**config.mk**
```make
export PLATFORM = sky130hd
export DESIGN_NAME = multicycle_controller_flat
export DESIGN_NICKNAME = d
export VERILOG_FILES = /design/src/rtl/multicycle_controller_if.sv /design/src/rtl/multicycle_controller.sv /design/src/flat_wrapper.sv
export SDC_FILE = /design/constraint.sdc
export NUM_CORES = 1
export LEC_CHECK = 0
export ABC_CLOCK_PERIOD_IN_PS = 3500
export CAP_MARGIN = 5
export CORE_ASPECT_RATIO = 0.6
export CORE_UTILIZATION = 40
export CTS_BUF_LIST = sky130_fd_sc_hd__clkbuf_16
export CTS_CLUSTER_SIZE = 8
export DETAILED_ROUTE_END_ITERATION = 6
export HOLD_SLACK_MARGIN = 0.06
export PLACE_DENSITY = 0.7
export SETUP_SLACK_MARGIN = 0.3
export SLEW_MARGIN = 0
export SYNTH_ARGS = -nofsm -noshare
export SYNTH_HDL_FRONTEND = slang
export SYNTH_SLANG_ARGS = --single-unit
export TNS_END_PERCENT = 1
```
**constraint.sdc**
```tcl
create_clock -name clk -period 3.5 [get_ports clk]
set_input_delay 0.7 -clock clk [delete_from_list [all_inputs] [get_ports clk]]
set_output_delay 0.7 -clock clk [all_outputs]
set_load 0.02 [all_outputs]
```
**src/rtl/multicycle_controller_if.sv**
```systemverilog
// Control bundle between the multicycle controller and the shared datapath/memory port.
// master = the controller; slave = the datapath side that supplies op/Zero/mem_ready.
interface multicycle_controller_if #(
    parameter int CNT_WIDTH = 32
);
    logic [6:0]           op;
    logic                 Zero;
    logic                 mem_ready;
    logic                 mem_req;
    logic                 PCWrite;
    logic                 AdrSrc;
    logic                 MemWrite;
    logic                 IRWrite;
    logic [1:0]           ResultSrc;
    logic [1:0]           ALUSrcA;
    logic [1:0]           ALUSrcB;
    logic [1:0]           ALUOp;
    logic                 RegWrite;
    logic [1:0]           ImmSrc;
    logic [3:0]           state;
    logic [CNT_WIDTH-1:0] instr_count;
    logic                 illegal;

    modport master (
        input  op, Zero, mem_ready,
        output mem_req, PCWrite, AdrSrc, MemWrite, IRWrite, ResultSrc, ALUSrcA, ALUSrcB,
               ALUOp, RegWrite, ImmSrc, state, instr_count, illegal
    );

    modport slave (
        output op, Zero, mem_ready,
        input  mem_req, PCWrite, AdrSrc, MemWrite, IRWrite, ResultSrc, ALUSrcA, ALUSrcB,
               ALUOp, RegWrite, ImmSrc, state, instr_count, illegal
    );
endinterface

```
**src/rtl/multicycle_controller.sv**
```systemverilog
// Main control FSM of the multicycle RV32 subset core: sequences the shared memory port,
// ALU and register file, counts retired instructions and flags unsupported opcodes.
module multicycle_controller #(
    parameter int CNT_WIDTH = 32
) (
    input  logic                   clk,
    input  logic                   rst_n,
    multicycle_controller_if.master bus
);
    localparam logic [3:0] S_FETCH    = 4'd0;
    localparam logic [3:0] S_DECODE   = 4'd1;
    localparam logic [3:0] S_MEMADR   = 4'd2;
    localparam logic [3:0] S_MEMREAD  = 4'd3;
    localparam logic [3:0] S_MEMWB    = 4'd4;
    localparam logic [3:0] S_MEMWRITE = 4'd5;
    localparam logic [3:0] S_EXECUTER = 4'd6;
    localparam logic [3:0] S_EXECUTEI = 4'd7;
    localparam logic [3:0] S_JAL      = 4'd8;
    localparam logic [3:0] S_ALUWB    = 4'd9;
    localparam logic [3:0] S_BEQ      = 4'd10;

    localparam logic [6:0] OP_LW  = 7'b0000011;
    localparam logic [6:0] OP_SW  = 7'b0100011;
    localparam logic [6:0] OP_R   = 7'b0110011;
    localparam logic [6:0] OP_I   = 7'b0010011;
    localparam logic [6:0] OP_BEQ = 7'b1100011;
    localparam logic [6:0] OP_JAL = 7'b1101111;

    logic [3:0]           state_q, state_d;
    logic [CNT_WIDTH-1:0] count_q, count_d;
    logic                 illegal_q, illegal_d;

    logic       retire, pc_update, branch;
    logic       mem_req_s, ir_write_s, mem_write_s, reg_write_s, adr_src_s;
    logic [1:0] result_src_s, alu_src_a_s, alu_src_b_s, alu_op_s;

    // NOTE: every signal assigned here gets a default first, so no path leaves one unassigned (no latch).
    always_comb begin
        state_d      = state_q;
        illegal_d    = illegal_q;
        retire       = 1'b0;
        pc_update    = 1'b0;
        branch       = 1'b0;
        mem_req_s    = 1'b0;
        ir_write_s   = 1'b0;
        mem_write_s  = 1'b0;
        reg_write_s  = 1'b0;
        adr_src_s    = 1'b0;
        result_src_s = 2'b00;
        alu_src_a_s  = 2'b00;
        alu_src_b_s  = 2'b00;
        alu_op_s     = 2'b00;

        case (state_q)
            S_FETCH: begin
                mem_req_s    = 1'b1;
                alu_src_b_s  = 2'b10;
                result_src_s = 2'b10;
                ir_write_s   = bus.mem_ready;
                pc_update    = bus.mem_ready;
                if (bus.mem_ready) state_d = S_DECODE;
            end
            S_DECODE: begin
                // Branch target PC_old + imm lands in ALUOut for a following BEQ.
                alu_src_a_s = 2'b01;
                alu_src_b_s = 2'b01;
                case (bus.op)
                    OP_LW, OP_SW: state_d = S_MEMADR;
                    OP_R:         state_d = S_EXECUTER;
                    OP_I:         state_d = S_EXECUTEI;
                    OP_JAL:       state_d = S_JAL;
                    OP_BEQ:       state_d = S_BEQ;
                    default: begin
                        state_d   = S_FETCH;
                        illegal_d = 1'b1;
                    end
                endcase
            end
            S_MEMADR: begin
                alu_src_a_s = 2'b10;
                alu_src_b_s = 2'b01;
                state_d     = (bus.op == OP_SW) ? S_MEMWRITE : S_MEMREAD;
            end
            S_MEMREAD: begin
                mem_req_s = 1'b1;
                adr_src_s = 1'b1;
                if (bus.mem_ready) state_d = S_MEMWB;
            end
            S_MEMWB: begin
                result_src_s = 2'b01;
                reg_write_s  = 1'b1;
                retire       = 1'b1;
                state_d      = S_FETCH;
            end
            S_MEMWRITE: begin
                mem_req_s   = 1'b1;
                adr_src_s   = 1'b1;
                mem_write_s = 1'b1;
                if (bus.mem_ready) begin
                    retire  = 1'b1;
                    state_d = S_FETCH;
                end
            end
            S_EXECUTER: begin
                alu_src_a_s = 2'b10;
                alu_op_s    = 2'b10;
                state_d     = S_ALUWB;
            end
            S_EXECUTEI: begin
                alu_src_a_s = 2'b10;
                alu_src_b_s = 2'b01;
                alu_op_s    = 2'b10;
                state_d     = S_ALUWB;
            end
            S_JAL: begin
                alu_src_a_s = 2'b01;
                alu_src_b_s = 2'b10;
                pc_update   = 1'b1;
                state_d     = S_ALUWB;
            end
            S_ALUWB: begin
                reg_write_s = 1'b1;
                retire      = 1'b1;
                state_d     = S_FETCH;
            end
            S_BEQ: begin
                alu_src_a_s = 2'b10;
                alu_op_s    = 2'b01;
                branch      = 1'b1;
                retire      = 1'b1;
                state_d     = S_FETCH;
            end
            default: state_d = S_FETCH;
        endcase

        count_d = retire ? count_q + CNT_WIDTH'(1) : count_q;
    end

    always_comb begin
        case (bus.op)
            OP_SW:   bus.ImmSrc = 2'b01;
            OP_BEQ:  bus.ImmSrc = 2'b10;
            OP_JAL:  bus.ImmSrc = 2'b11;
            default: bus.ImmSrc = 2'b00;
        endcase
    end

    // NOTE: sequential state uses non-blocking assignments so all registers update together at the edge.
    always_ff @(posedge clk or negedge rst_n) begin
        if (!rst_n) begin
            state_q   <= S_FETCH;
            count_q   <= '0;
            illegal_q <= 1'b0;
        end else begin
            state_q   <= state_d;
            count_q   <= count_d;
            illegal_q <= illegal_d;
        end
    end

    // Write enables and the memory request are gated by rst_n so they drop the instant reset asserts.
    assign bus.mem_req     = rst_n & mem_req_s;
    assign bus.PCWrite     = rst_n & (pc_update | (branch & bus.Zero));
    assign bus.IRWrite     = rst_n & ir_write_s;
    assign bus.MemWrite    = rst_n & mem_write_s;
    assign bus.RegWrite    = rst_n & reg_write_s;
    assign bus.AdrSrc      = adr_src_s;
    assign bus.ResultSrc   = result_src_s;
    assign bus.ALUSrcA     = alu_src_a_s;
    assign bus.ALUSrcB     = alu_src_b_s;
    assign bus.ALUOp       = alu_op_s;
    assign bus.state       = state_q;
    assign bus.instr_count = count_q;
    assign bus.illegal     = illegal_q;
endmodule

```
**src/flat_wrapper.sv**
```systemverilog
// flat-port wrapper written by rule: the top's interface ports become plain ports
module multicycle_controller_flat 
#(
    parameter int CNT_WIDTH = 32
)
  (clk, rst_n, bus_op, bus_Zero, bus_mem_ready, bus_mem_req, bus_PCWrite, bus_AdrSrc, bus_MemWrite, bus_IRWrite, bus_ResultSrc, bus_ALUSrcA, bus_ALUSrcB, bus_ALUOp, bus_RegWrite, bus_ImmSrc, bus_state, bus_instr_count, bus_illegal);
  multicycle_controller_if #(.CNT_WIDTH(CNT_WIDTH)) bus_i ();
  input  logic clk;
  input  logic rst_n;
  input wire logic [$bits(bus_i.op)-1:0] bus_op;
  input wire logic [$bits(bus_i.Zero)-1:0] bus_Zero;
  input wire logic [$bits(bus_i.mem_ready)-1:0] bus_mem_ready;
  output wire logic [$bits(bus_i.mem_req)-1:0] bus_mem_req;
  output wire logic [$bits(bus_i.PCWrite)-1:0] bus_PCWrite;
  output wire logic [$bits(bus_i.AdrSrc)-1:0] bus_AdrSrc;
  output wire logic [$bits(bus_i.MemWrite)-1:0] bus_MemWrite;
  output wire logic [$bits(bus_i.IRWrite)-1:0] bus_IRWrite;
  output wire logic [$bits(bus_i.ResultSrc)-1:0] bus_ResultSrc;
  output wire logic [$bits(bus_i.ALUSrcA)-1:0] bus_ALUSrcA;
  output wire logic [$bits(bus_i.ALUSrcB)-1:0] bus_ALUSrcB;
  output wire logic [$bits(bus_i.ALUOp)-1:0] bus_ALUOp;
  output wire logic [$bits(bus_i.RegWrite)-1:0] bus_RegWrite;
  output wire logic [$bits(bus_i.ImmSrc)-1:0] bus_ImmSrc;
  output wire logic [$bits(bus_i.state)-1:0] bus_state;
  output wire logic [$bits(bus_i.instr_count)-1:0] bus_instr_count;
  output wire logic [$bits(bus_i.illegal)-1:0] bus_illegal;
  assign bus_i.op = bus_op;
  assign bus_i.Zero = bus_Zero;
  assign bus_i.mem_ready = bus_mem_ready;
  assign bus_mem_req = bus_i.mem_req;
  assign bus_PCWrite = bus_i.PCWrite;
  assign bus_AdrSrc = bus_i.AdrSrc;
  assign bus_MemWrite = bus_i.MemWrite;
  assign bus_IRWrite = bus_i.IRWrite;
  assign bus_ResultSrc = bus_i.ResultSrc;
  assign bus_ALUSrcA = bus_i.ALUSrcA;
  assign bus_ALUSrcB = bus_i.ALUSrcB;
  assign bus_ALUOp = bus_i.ALUOp;
  assign bus_RegWrite = bus_i.RegWrite;
  assign bus_ImmSrc = bus_i.ImmSrc;
  assign bus_state = bus_i.state;
  assign bus_instr_count = bus_i.instr_count;
  assign bus_illegal = bus_i.illegal;
  multicycle_controller #(.CNT_WIDTH(CNT_WIDTH)) u_core (.clk(clk), .rst_n(rst_n), .bus(bus_i));
endmodule
```
==> results of run 1 <==
[flip-flops by register name (all words and copies together) (netlist names)]
signal and flops:
u_core.bus.instr_count 32, u_core.bus.state 4, u_core.bus.illegal 1
[final cells by class]
type                            instances  area (um^2)
Fill cell                             403         1850
Multi-Input combinational cell        157         1070
Sequential cell                        37          926
Timing Repair Buffer                   67          656
Clock buffer                            5          125
Tap cell                               63         78.8
Inverter                                6         22.5
Clock inverter                          3         17.5
[where the power goes]
part           total [mW]  switching [mW]  internal [mW]  leakage (nW)
Sequential          0.552          0.0920          0.460         0.493
Combinational       0.515           0.267          0.248         0.658
Clock               0.424           0.164          0.261        0.0712
Total                1.49           0.523          0.969          1.22
[worst max-delay path, stage by stage]
cell	delay (ns)
clkdlybuf4s50_1	0.46
or3_1	0.44
a21boi_0	0.17
clkdlybuf4s50_1	0.62
[worst max-delay path by stage]
stage                   startpoint             to  slack, ns  depth (start not counted)
2_1_floorplan  u_core.bus.state[2]    bus_mem_req       0.82                          5
3_3_place_gp             bus_op[2]  bus_ImmSrc[0]       0.43                          4
3_5_place_dp             bus_op[2]  bus_ImmSrc[0]       0.41                          4
4_1_cts                  bus_op[2]  bus_ImmSrc[0]       0.40                          4
5_1_grt                  bus_op[2]  bus_ImmSrc[0]       0.35                          4
6_report                 bus_op[2]  bus_ImmSrc[0]       0.40                          4
[metrics by stage]
stage	hold slack, ns	setup WS (ns)	instance area, um^2	power, mW	utilization
CTS	0.269	0.402	2900	1.50	0.610
finish	0.267	0.401	2900	1.49	0.610
global placement	0.458	0.434	2760	1.07	0.580
detailed placement	0.454	0.405	2760	1.07	0.580
global route	0.279	0.347	2900	1.58	0.610
floorplan	0.404	0.823	2060	0.838	-
[cell families after synthesis]
group | Yosys count
DFF | 37
buffers and inverters | 15
and+or+nand+nor | 95
AOI/OAI and AO/OA | 26
xor gates and xnor gates | 33
muxes | 2
adders and majority gates | 1
[layout by cell type, fill, tap and decap left out, drive strengths merged, types with 2 or more instances in the layout]
master / netlist / layout
o21ai: 5 / 5
nor3b: 4 / 4
nand2b: 3 / 3
o211a: 2 / 2
nand2: 17 / 17
o21a: 3 / 3
nor4: 4 / 4
nand3b: 4 / 4
xnor2: 28 / 28
o2111ai: 2 / 2
buf: 6 / 5
dfrtp: 37 / 37
or3: 4 / 4
clkinv: 0 / 3
a21oi: 5 / 5
nor3: 4 / 4
clkdlybuf4s50: 0 / 62
clkbuf: 3 / 5
nor2: 14 / 14
nand4: 6 / 6
nor2b: 7 / 7
nand3: 16 / 16
inv: 6 / 6
and3: 7 / 7
a21boi: 2 / 2
xor2: 5 / 5
[per-layer routing]
layer  track usage  wire [um]  vias up
li1              -          -      874
met1         0.341       2790      817
met2         0.246       1860       44
met3        0.0525        253        5
met4        0.0519         50        0
met5             0          0        -
==> impl_metrics.csv, run 1 <==
group,metric,value,unit
critical_path,critPathKind,"primary input to output port",
sta,period_needed,3.10,ns
floorplan,core,4750,um^2
global_routing,grt_pass1_vias,1603,
power_and_ir_drop,power.density,514,nW/um^2
detailed_routing,via_count,1740,
clock_tree,cts_resized,0,
synth,synth_top_family_by_area,"simple AND/OR/NAND/NOR gates",
critical_path,r2r_start,"u_core.bus.state[0]",
clock_tree,cts_hold_buf,0,
detailed_routing,viasPerCell,5.15,
worst_hold_path,min_path_type,"primary input to async pin",
clock_tree,cts_tree,"yes",
synth,netlist_top_cells_area,"dfrtp_1, xnor2_1, nand3_1",
critical_path,crit_path_end_kind,"output port",
synth,yosys.area.top_type,"dfrtp_1",
clock_tree,clock_sinks,37,
sta,slew_headroom,0.564,
detailed_routing,wire_per_inst,14.7,um
synth,syn_avg_cell_area,9.87,um^2
synth,synthFlopType,"dfrtp_1",
critical_path,crit_arrival,2.40,ns
global_routing,grt-ovfl-total,0,
sta,finalHoldViolCount,0,
synth,synth_nets,221,
sta,post-route-period-util,0.885,
synth,ys_ff_latch,37,
global_routing,antenna_found_initial,0,
synth,yosys_warnings,0,
sta,tightest_slew,0.653,ns
detailed_routing,drc,0,
detailed_routing,ant_nets,0,
critical_path,critPathMaxFanout,4,
placement,placedCellCount,330,
placement,place_hpwl,3830,um
synth,yosys.area_share.simple,0.268,
critical_path,r2r-end,"u_core.bus.instr_count[29]",
synth,synth-adder-area-share,0.00607,
power_and_ir_drop,p_leak,1.22,nW
detailed_routing,initialDrtViolationCount,70,
synth,synth_xor_area_frac,0.140,
finish,drive_above_1_share,0.0727,
detailed_routing,drtPass1Iterations,4,
clock_tree,htree_levels,2,
flow_run,max_cap_viol_count,0,
sta,fin_skew,0.00480,ns
synth,synth-compound-area-share,0.0965,
clock_tree,clockBufferDepth,2,
critical_path,crit_required,2.80,ns
power_and_ir_drop,max-vdd-ir-drop,0.272,mV
global_routing,grt_pass1_wl,8240,um
clock_tree,insertion_delay,0.28,ns
floorplan,dieArea,5460,um^2
synth,yosysSeqAreaShare,0.449,
finish,antenna_cells,0,
critical_path,startpoint_type,"primary input",
synth,synth-edff-count,0,
detailed_routing,drt-total-wl,4960,um
clock_tree,root_buffer,"clkbuf_16",
clock_tree,path_clk_slew,0.05,ns
sta,fmax,323,MHz
synth,synth_mux_area_frac,0.0103,
placement,portBuffers,63,
sta,rsz0062_at_grt,"false",
synth,ys_async_sr_fraction,1.00,
synth,synth_cell_types,44,
floorplan,io_pins,64,
global_routing,gr-usage-all-layers,0.202,
finish,finalNetCount,286,
critical_path,rr_worst_depth,5,
sta,tns,0,ns
critical_path,reg2reg_slack,1.17,ns
synth,synth_cells,209,
floorplan,die-width,94.7,um
status,status,"complete, no violations",
finish,syn2layout_area_growth,40.7,%
floorplan,placementRows,19,
synth,ys_top_cells_by_count,"dfrtp_1, xnor2_1, nand2_1",
finish,fin_cells,338,
sta,finalSetupViolCount,0,
clock_tree,postCtsSetupRepairBufs,0,
sta,slew_viol_final,0,
clock_tree,cts_buffers,5,
synth,synth_most_common_cell,"dfrtp_1",
global_routing,grt_max_degree,22,
floorplan,die_h,57.6,um
synth,synth_top_area_share,0.449,
synth,syn_area,2060,um^2
placement,gp_congestion,0.769,
floorplan,start_util,0.434,
Power figures use the tool's default switching activity.
==> inputs of run 2 (changes only) <==
--- a/config.mk
+++ b/config.mk
@@ -15,7 +15,7 @@
 export HOLD_SLACK_MARGIN = 0.06
 export PLACE_DENSITY = 0.7
 export SETUP_SLACK_MARGIN = 0.3
-export SLEW_MARGIN = 0
+export SLEW_MARGIN = 10
 export SYNTH_ARGS = -nofsm -noshare
 export SYNTH_HDL_FRONTEND = slang
 export SYNTH_SLANG_ARGS = --single-unit
==> results of run 2 <==
Final layout, timing and power as in run 1 (identical DEF).
